==> src/rtl/fifo_ctrl.sv <==
// fifo_ctrl: single-clock pointer/flag controller for a FIFO memory array
// whose depth does not have to be a power of two. It gates push/pop into
// memory enables, advances the wrapping pointers, tracks occupancy and
// registered flags, and keeps sticky overflow/underflow bits.
module fifo_ctrl #(
  parameter int S        = 8,
  parameter int DEPTH    = 150,
  parameter int AF_LEVEL = 146,
  parameter int AE_LEVEL = 4
) (
  input  logic         clk,
  input  logic         rst_n,
  input  logic         push,
  input  logic         pop,
  input  logic         flush,
  input  logic         clr_err,
  output logic         mem_wr_en,
  output logic         mem_rd_en,
  output logic [S-1:0] wr_ptr,
  output logic [S-1:0] rd_ptr,
  output logic         fifo_full,
  output logic         fifo_empty,
  output logic         almost_full,
  output logic         almost_empty,
  output logic [S:0]   fifo_count,
  output logic         overflow,
  output logic         underflow
);

  localparam logic [S-1:0] LAST_PTR = S'(DEPTH - 1);
  localparam logic [S:0]   DEPTH_C  = (S+1)'(DEPTH);
  localparam logic [S:0]   AF_C     = (S+1)'(AF_LEVEL);
  localparam logic [S:0]   AE_C     = (S+1)'(AE_LEVEL);
  localparam logic [S:0]   ONE_C    = (S+1)'(1);

  logic         wr_acc, rd_acc;
  logic [S-1:0] wr_ptr_nxt, rd_ptr_nxt;
  logic [S:0]   count_nxt;

  // Accept gating: a full FIFO rejects push and an empty FIFO rejects pop
  // even when the opposite operation arrives in the same cycle, because the
  // flags are registered and the memory gates on them the same way.
  assign wr_acc    = push & ~fifo_full  & ~flush;
  assign rd_acc    = pop  & ~fifo_empty & ~flush;
  assign mem_wr_en = wr_acc;
  assign mem_rd_en = rd_acc;

  // Next-state pointers and count; flush overrides everything.
  always_comb begin
    wr_ptr_nxt = wr_ptr;
    rd_ptr_nxt = rd_ptr;
    count_nxt  = fifo_count;
    if (flush) begin
      wr_ptr_nxt = '0;
      rd_ptr_nxt = '0;
      count_nxt  = '0;
    end else begin
      if (wr_acc) wr_ptr_nxt = (wr_ptr == LAST_PTR) ? '0 : wr_ptr + 1'b1;
      if (rd_acc) rd_ptr_nxt = (rd_ptr == LAST_PTR) ? '0 : rd_ptr + 1'b1;
      // The accept gating keeps the count inside 0..DEPTH.
      if (wr_acc && !rd_acc)      count_nxt = fifo_count + ONE_C;
      else if (rd_acc && !wr_acc) count_nxt = fifo_count - ONE_C;
    end
  end

  // Pointer, count and flag registers; flags come from the next count so
  // they line up with the count they describe.
  always_ff @(posedge clk or negedge rst_n) begin
    if (!rst_n) begin
      wr_ptr       <= '0;
      rd_ptr       <= '0;
      fifo_count   <= '0;
      fifo_full    <= 1'b0;
      fifo_empty   <= 1'b1;
      almost_full  <= 1'b0;
      almost_empty <= 1'b1;
    end else begin
      wr_ptr       <= wr_ptr_nxt;
      rd_ptr       <= rd_ptr_nxt;
      fifo_count   <= count_nxt;
      fifo_full    <= (count_nxt == DEPTH_C);
      fifo_empty   <= (count_nxt == '0);
      almost_full  <= (count_nxt >= AF_C);
      almost_empty <= (count_nxt <= AE_C);
    end
  end

  // Sticky error bits: a new error in the clear cycle wins over the clear;
  // flush suppresses error detection but never clears the bits.
  always_ff @(posedge clk or negedge rst_n) begin
    if (!rst_n) begin
      overflow  <= 1'b0;
      underflow <= 1'b0;
    end else begin
      overflow  <= (push & fifo_full  & ~flush) | (overflow  & ~clr_err);
      underflow <= (pop  & fifo_empty & ~flush) | (underflow & ~clr_err);
    end
  end

endmodule

==> config.mk <==
export PLATFORM = sky130hd
export DESIGN_NAME = fifo_ctrl
export DESIGN_NICKNAME = d
export VERILOG_FILES = /design/src/rtl/fifo_ctrl.sv
export SDC_FILE = /design/constraint.sdc
export NUM_CORES = 1
export LEC_CHECK = 0
export CAP_MARGIN = 20
export CELL_PAD_IN_SITES_DETAIL_PLACEMENT = 1
export CELL_PAD_IN_SITES_GLOBAL_PLACEMENT = 1
export CORE_AREA = 2 2 97 71
export CTS_CLUSTER_SIZE = 10
export DETAILED_ROUTE_END_ITERATION = 8
export DIE_AREA = 0 0 99 73
export PLACE_DENSITY_LB_ADDON = 0.1
export SLEW_MARGIN = 25
export SYNTH_ARGS = -nofsm -noshare
export SYNTH_HDL_FRONTEND = slang
export SYNTH_SLANG_ARGS = --single-unit
==> constraint.sdc <==
create_clock -name clk -period 3.49 [get_ports clk]
set_input_delay 1.047 -clock clk [delete_from_list [all_inputs] [get_ports clk]]
set_output_delay 1.047 -clock clk [all_outputs]
set_load 0.01 [all_outputs]
======== Yosys cells after proc, flatten, opt, wreduce, memory -nomap -nowiden ========
Cells that the tools add are included.
storage, ports and cells
  register bits ........................... 31
  input port bits ......................... 6
  logic and storage cells ................. 50
operators by class
  add/sub/neg operators ................... 4
  magnitude comparators ................... 2
  equality and inequality tests ........... 3
  mux-type cells .......................... 9
  bitwise gates (word level) .............. 16
  reductions and logical operators ........ 7
operators with widths
  operator                                                            number
  2-to-1 mux 8 bit                                                    6
  2-to-1 mux 9 bit                                                    3
  adder 8 x 1 -> 8 bit (second input constant)                        2
  == test 8 bit (second input constant)                               2
  AND 1 bit                                                           10
  adder 9 x 1 -> 9 bit (second input constant)                        1
  == test 9 x 8 -> 1 bit (second input constant)                      1
  greater-or-equal comparator 9 x 8 -> 1 bit (second input constant)  1
  <= comparator 9 x 3 -> 1 bit (second input constant)                1
  zero test 9 bit                                                     1
  subtractor 9 x 1 -> 9 bit (second input constant)                   1
  inverter 1 bit                                                      4
  nonzero test 2 bit                                                  2
  logical AND 1 bit                                                   2
  zero test 1 bit                                                     2
  OR 1 bit                                                            2

======== Depth between registers and ports, before layout ========
Gate-level depths: netlist of run 1.
  depth after elaboration ................. 9
  depth in mapped cells ................... 8
  gate-level depth less buffers ........... 8

======== Least setup slack after synthesis of run 1 ========
No wires, ideal clock.
  kind .................................... in2reg
  from .................................... input port flush
  to ...................................... register fifo_empty
  library setup time ...................... 0.062 ns
  arrival ................................. 2.665 ns
  setup slack ............................. 0.762 ns
  stages .................................. 7
  path buffers ............................ 1
  cells stage by stage .................... buf_6 > nand4b_1 > or4_1 > o31a_1 > xnor2_2 > nor4_1 > a41o_1
on the way
  longest elaborated chain between the ends .. 8
RTL lines
  element               RTL line  source
  from (decl)           15        input logic flush,
  inverter 1 bit        43, 44
  AND 1 bit             43        assign wr_acc = push & ~fifo_full & ~flush;
  zero test 1 bit       62        else if (rd_acc && !wr_acc) count_nxt = fifo_count - ONE_C;
  logical AND 1 bit     62
  2-to-1 mux 9 bit      62
  2-to-1 mux 9 bit      61        if (wr_acc && !rd_acc) count_nxt = fifo_count + ONE_C;
  2-to-1 mux 9 bit *    53        if (flush) begin
  zero test 9 bit *     82        fifo_empty <= (count_nxt == '0);
  to (signal assigned)  82
  to (decl)             22        output logic fifo_empty,
Mark *: on every way between the ends. The rest lies on a longest branch, timed or not.
A chain may end at the register's enable or synchronous reset.

======== Worst setup path in the final report of run 1 ========
  from .................................... input port pop
  to ...................................... output port mem_rd_en
on the way
  longest elaborated chain between the ends .. 2
RTL lines
  element                  RTL line  source
  from (decl)              14        input logic pop,
  AND 1 bit (2 in series)  44        assign rd_acc = pop & ~fifo_empty & ~flush;
  to (decl)                18        output logic mem_rd_en,
Every way passes these cells.

==> results of run 1 <==
-- kinds of logic after synthesis --
logic type	Yosys count	share of synthesized area (%)
AOI/OAI and AO/OA	44	16.7
xor gates and xnor gates	10	5.14
buffers and inverters	14	3.65
and+or+nand+nor	91	26.9
DFF	31	42.1
muxes	2	1.42
adders and majority gates	6	4.06
-- synthesized netlist by cell type (2+ instances only) --
cell type	number
and2_1	6
nand3b_1	3
dfstp_2	2
ha_1	6
buf_2	3
nor2b_1	2
nand4b_1	3
dfrtp_1	29
nand2_1	19
nand3_1	12
inv_1	8
and3_1	3
a32o_1	3
o211a_1	2
xnor2_1	6
o22ai_1	2
nor3_1	4
a21oi_1	3
nand4_1	7
o31ai_1	4
or4_1	3
nor2_1	18
xor2_1	3
o21ai_0	19
o41ai_1	2
nand2b_1	2
and4b_1	2
-- per-stage QoR --
stage                     hold WS, ns  power [uW]  area, sq um  utilization, %  cells
after floorplan                 0.531         673         1850               -    198
after global placement          0.484         863         2380            37.2    323
after detailed placement        0.483         863         2380            37.2    323
after CTS                       0.498        1150         2460            38.4    331
after global routing            0.508        1210         2460            38.4    331
final                           0.498        1130         2460            38.4    331
-- routing by layer --
metal | GRT usage (%) | vias to the layer above
met4 | 3.96 | 0
met1 | 22.3 | 865
met3 | 3.64 | 2
met2 | 26.5 | 23
met5 | 0 | -
li1 | - | 827
-- state kept, by name (all words and copies together) (netlist names) --
| register | flops |
|---|---|
| almost_empty | 1 |
| almost_full | 1 |
| fifo_count | 9 |
| fifo_empty | 1 |
| fifo_full | 1 |
| overflow | 1 |
| rd_ptr | 8 |
| underflow | 1 |
| wr_ptr | 8 |
-- worst reg2reg max path: cells and delay by family, from the launching register on --
family                   cells  cell delay, ns
XOR/XNOR                     1            0.27
flip-flops                   1            0.43
buffers and inverters        3            0.34
AO/OA/AOI/OAI                2            0.49
AND/OR/NAND/NOR              2            0.44
adder cells (fa/ha/maj)      1            0.15
-- report_power, final --
| part | internal (uW) | switching [uW] |
|---|---|---|
| Clock | 142 | 137 |
| Combinational | 191 | 210 |
| Sequential | 403 | 51.7 |
| Total | 735 | 398 |
-- path summary, 6_finish.rpt --
path / startpoint / end / slack, ns
worst max-delay path: pop / mem_rd_en / 0.09
worst min-delay path: underflow$_DFF_PN0_ / underflow$_DFF_PN0_ / 0.50
worst max register to register: fifo_count[0]$_DFF_PN0_ / fifo_full$_DFF_PN0_ / 1.27
worst min register to register: underflow$_DFF_PN0_ / underflow$_DFF_PN0_ / 0.50
max in group asynchronous: rst_n / almost_empty$_DFF_PN1_ / 1.99
min in group asynchronous: rst_n / wr_ptr[0]$_DFFE_PN0P_ / 1.17
-- layout make-up --
cell class	count	area, sq um	area share, %
clock buffer	8	80.1	3.25
timing repair buffer	50	470	19.1
inverter	8	30.0	1.22
sequential	31	778	31.6
multi-input combinational	153	1000	40.7
tap	81	101	4.11
==> reports/qor.txt, run 1 <==
Max Fclk: 294 MHz
Crit. End Element: output port
CTS tree: done
Met1 Wirelength: 2740 microns
Placer Congestion: 0.773
FP Rows: 25
Hold Crit Class: flip-flop to flip-flop
Starting Density: 28.8%
hold depth: 1
critical path fanouts, max: 3
die extent in y: 73 microns
Root Driver: clkbuf_8
Final Cycle Share: 97.5%
commonest non-fill, non-tap cells in the layout: clkdlybuf4s50_1, dfrtp_1, nand2_1, o21ai_0, nor2_1
leakage power total: 0.00103 uW
initial drt markers: 66
Nets: 261
first-pass GRT wire length: 9350 microns
RSZ-0062 raised after global routing: no
top sig layer: met4
crit path kind: input pin to output port
hold_buf cts: 0
crit-path max cell delay: 0.57 ns
Final HPWL DP: 3960 microns
# IOs: 39
Gate Count Post-Synth: 198
clk slew on worst S/H paths: 0.06 ns
gr usage total: 16.3%
CP delay by family, top: buffers and inverters
Post-CTS Setup Inserts: 0
Relative slew margins: 43.7%
CP Cell Sequence: clkdlybuf4s50_1 > nand2b_1 > nor2_1 > clkdlybuf4s50_1
largest net degree at the start of global routing: 32
Avg Cell Area, Syn: 9.34 sq um
outcome: finished clean
Critical Path Most Common Cell: clkdlybuf4s50_1
clock buffer count from CTS: 5
CP max stage cell: clkdlybuf4s50_1
Pre-antenna DRT Iters: 4
Worst EP arrival: 2.35 ns
Worst Tran Pin Value: 0.834 ns
layout cells sized above 1: 10.4%
number of synthesized flops with an enable pin: 0
kind of start point of the critical path: input pin
sequential area share after synthesis: 42.1%
most common cell after layout, fill and taps aside: clkdlybuf4s50_1
pre-CTS WS: 0.0698 ns
maxcap violations: 0
fin. max-slew vios: 0
cells resized by post-CTS repair: 0
Final ANT Viol Nets: 0
Fin Setup TNS: 0 ns
ys async rst share: 100%
critical path depth in cells: 4
top_reg_cell synth: dfrtp_1
CTS H-tree lvls: 2
Hold Fails Final Rpt: 0
share of the synthesized area in the top cell type: 39.2%
Core Region: 6410 sq um
total gr overflow: 0
vias per inst: 5.19
Yosys reg bits: 31
antenna cells: 0
worst vdd ir: 0.000242 V
syn nets: 210
synthesized area: 1850 sq um
final worst slack: 0.0888 ns
clock skew: 0.00841 ns
Worst-Skew Late Latency: 0.28 ns
routed wl met3: 149 microns
worst endpoint required time: 2.44 ns
DRC viols: 0
CTS Sinks: 31
Worst Reg2Reg Path Length in Cells: 9
initial antenna violation count: 0
Die ar.: 7230 sq um
routed length per placed instance: 16.4 microns
Yosys warning count: 0
I/O Buffers: 38
DIE WIDTH: 99 microns
Area Growth Syn to Fin: 33.2%
DR vias: 1717
met2 routed WL: 2520 microns
clock period minus worst slack: 3.40 ns
Routed WL: 5420 microns
Yosys cell types: 49
# fillers: 750
Worst Path Buf+Inv: 2
number of global-route vias before repair: 1833
top cells by area, synth: dfrtp_1, o21ai_0, ha_1, nand2_1, nor2_1
Final Setup Violations: 0
clk buf depth: 2
post-synth top area cell: dfrtp_1
Power Dens Cells: 460 nW/um^2
(Power assumes the default switching activity.)
==> run 2: changes to the inputs <==
--- a/config.mk
+++ b/config.mk
@@ -13,6 +13,7 @@
 export DETAILED_ROUTE_END_ITERATION = 8
 export DIE_AREA = 0 0 99 73
 export PLACE_DENSITY_LB_ADDON = 0.1
+export SKIP_LAST_GASP = 1
 export SLEW_MARGIN = 25
 export SYNTH_ARGS = -nofsm -noshare
 export SYNTH_HDL_FRONTEND = slang
==> results of run 2 <==
Same layout as run 1: the final DEF is identical, and so are final timing and power.
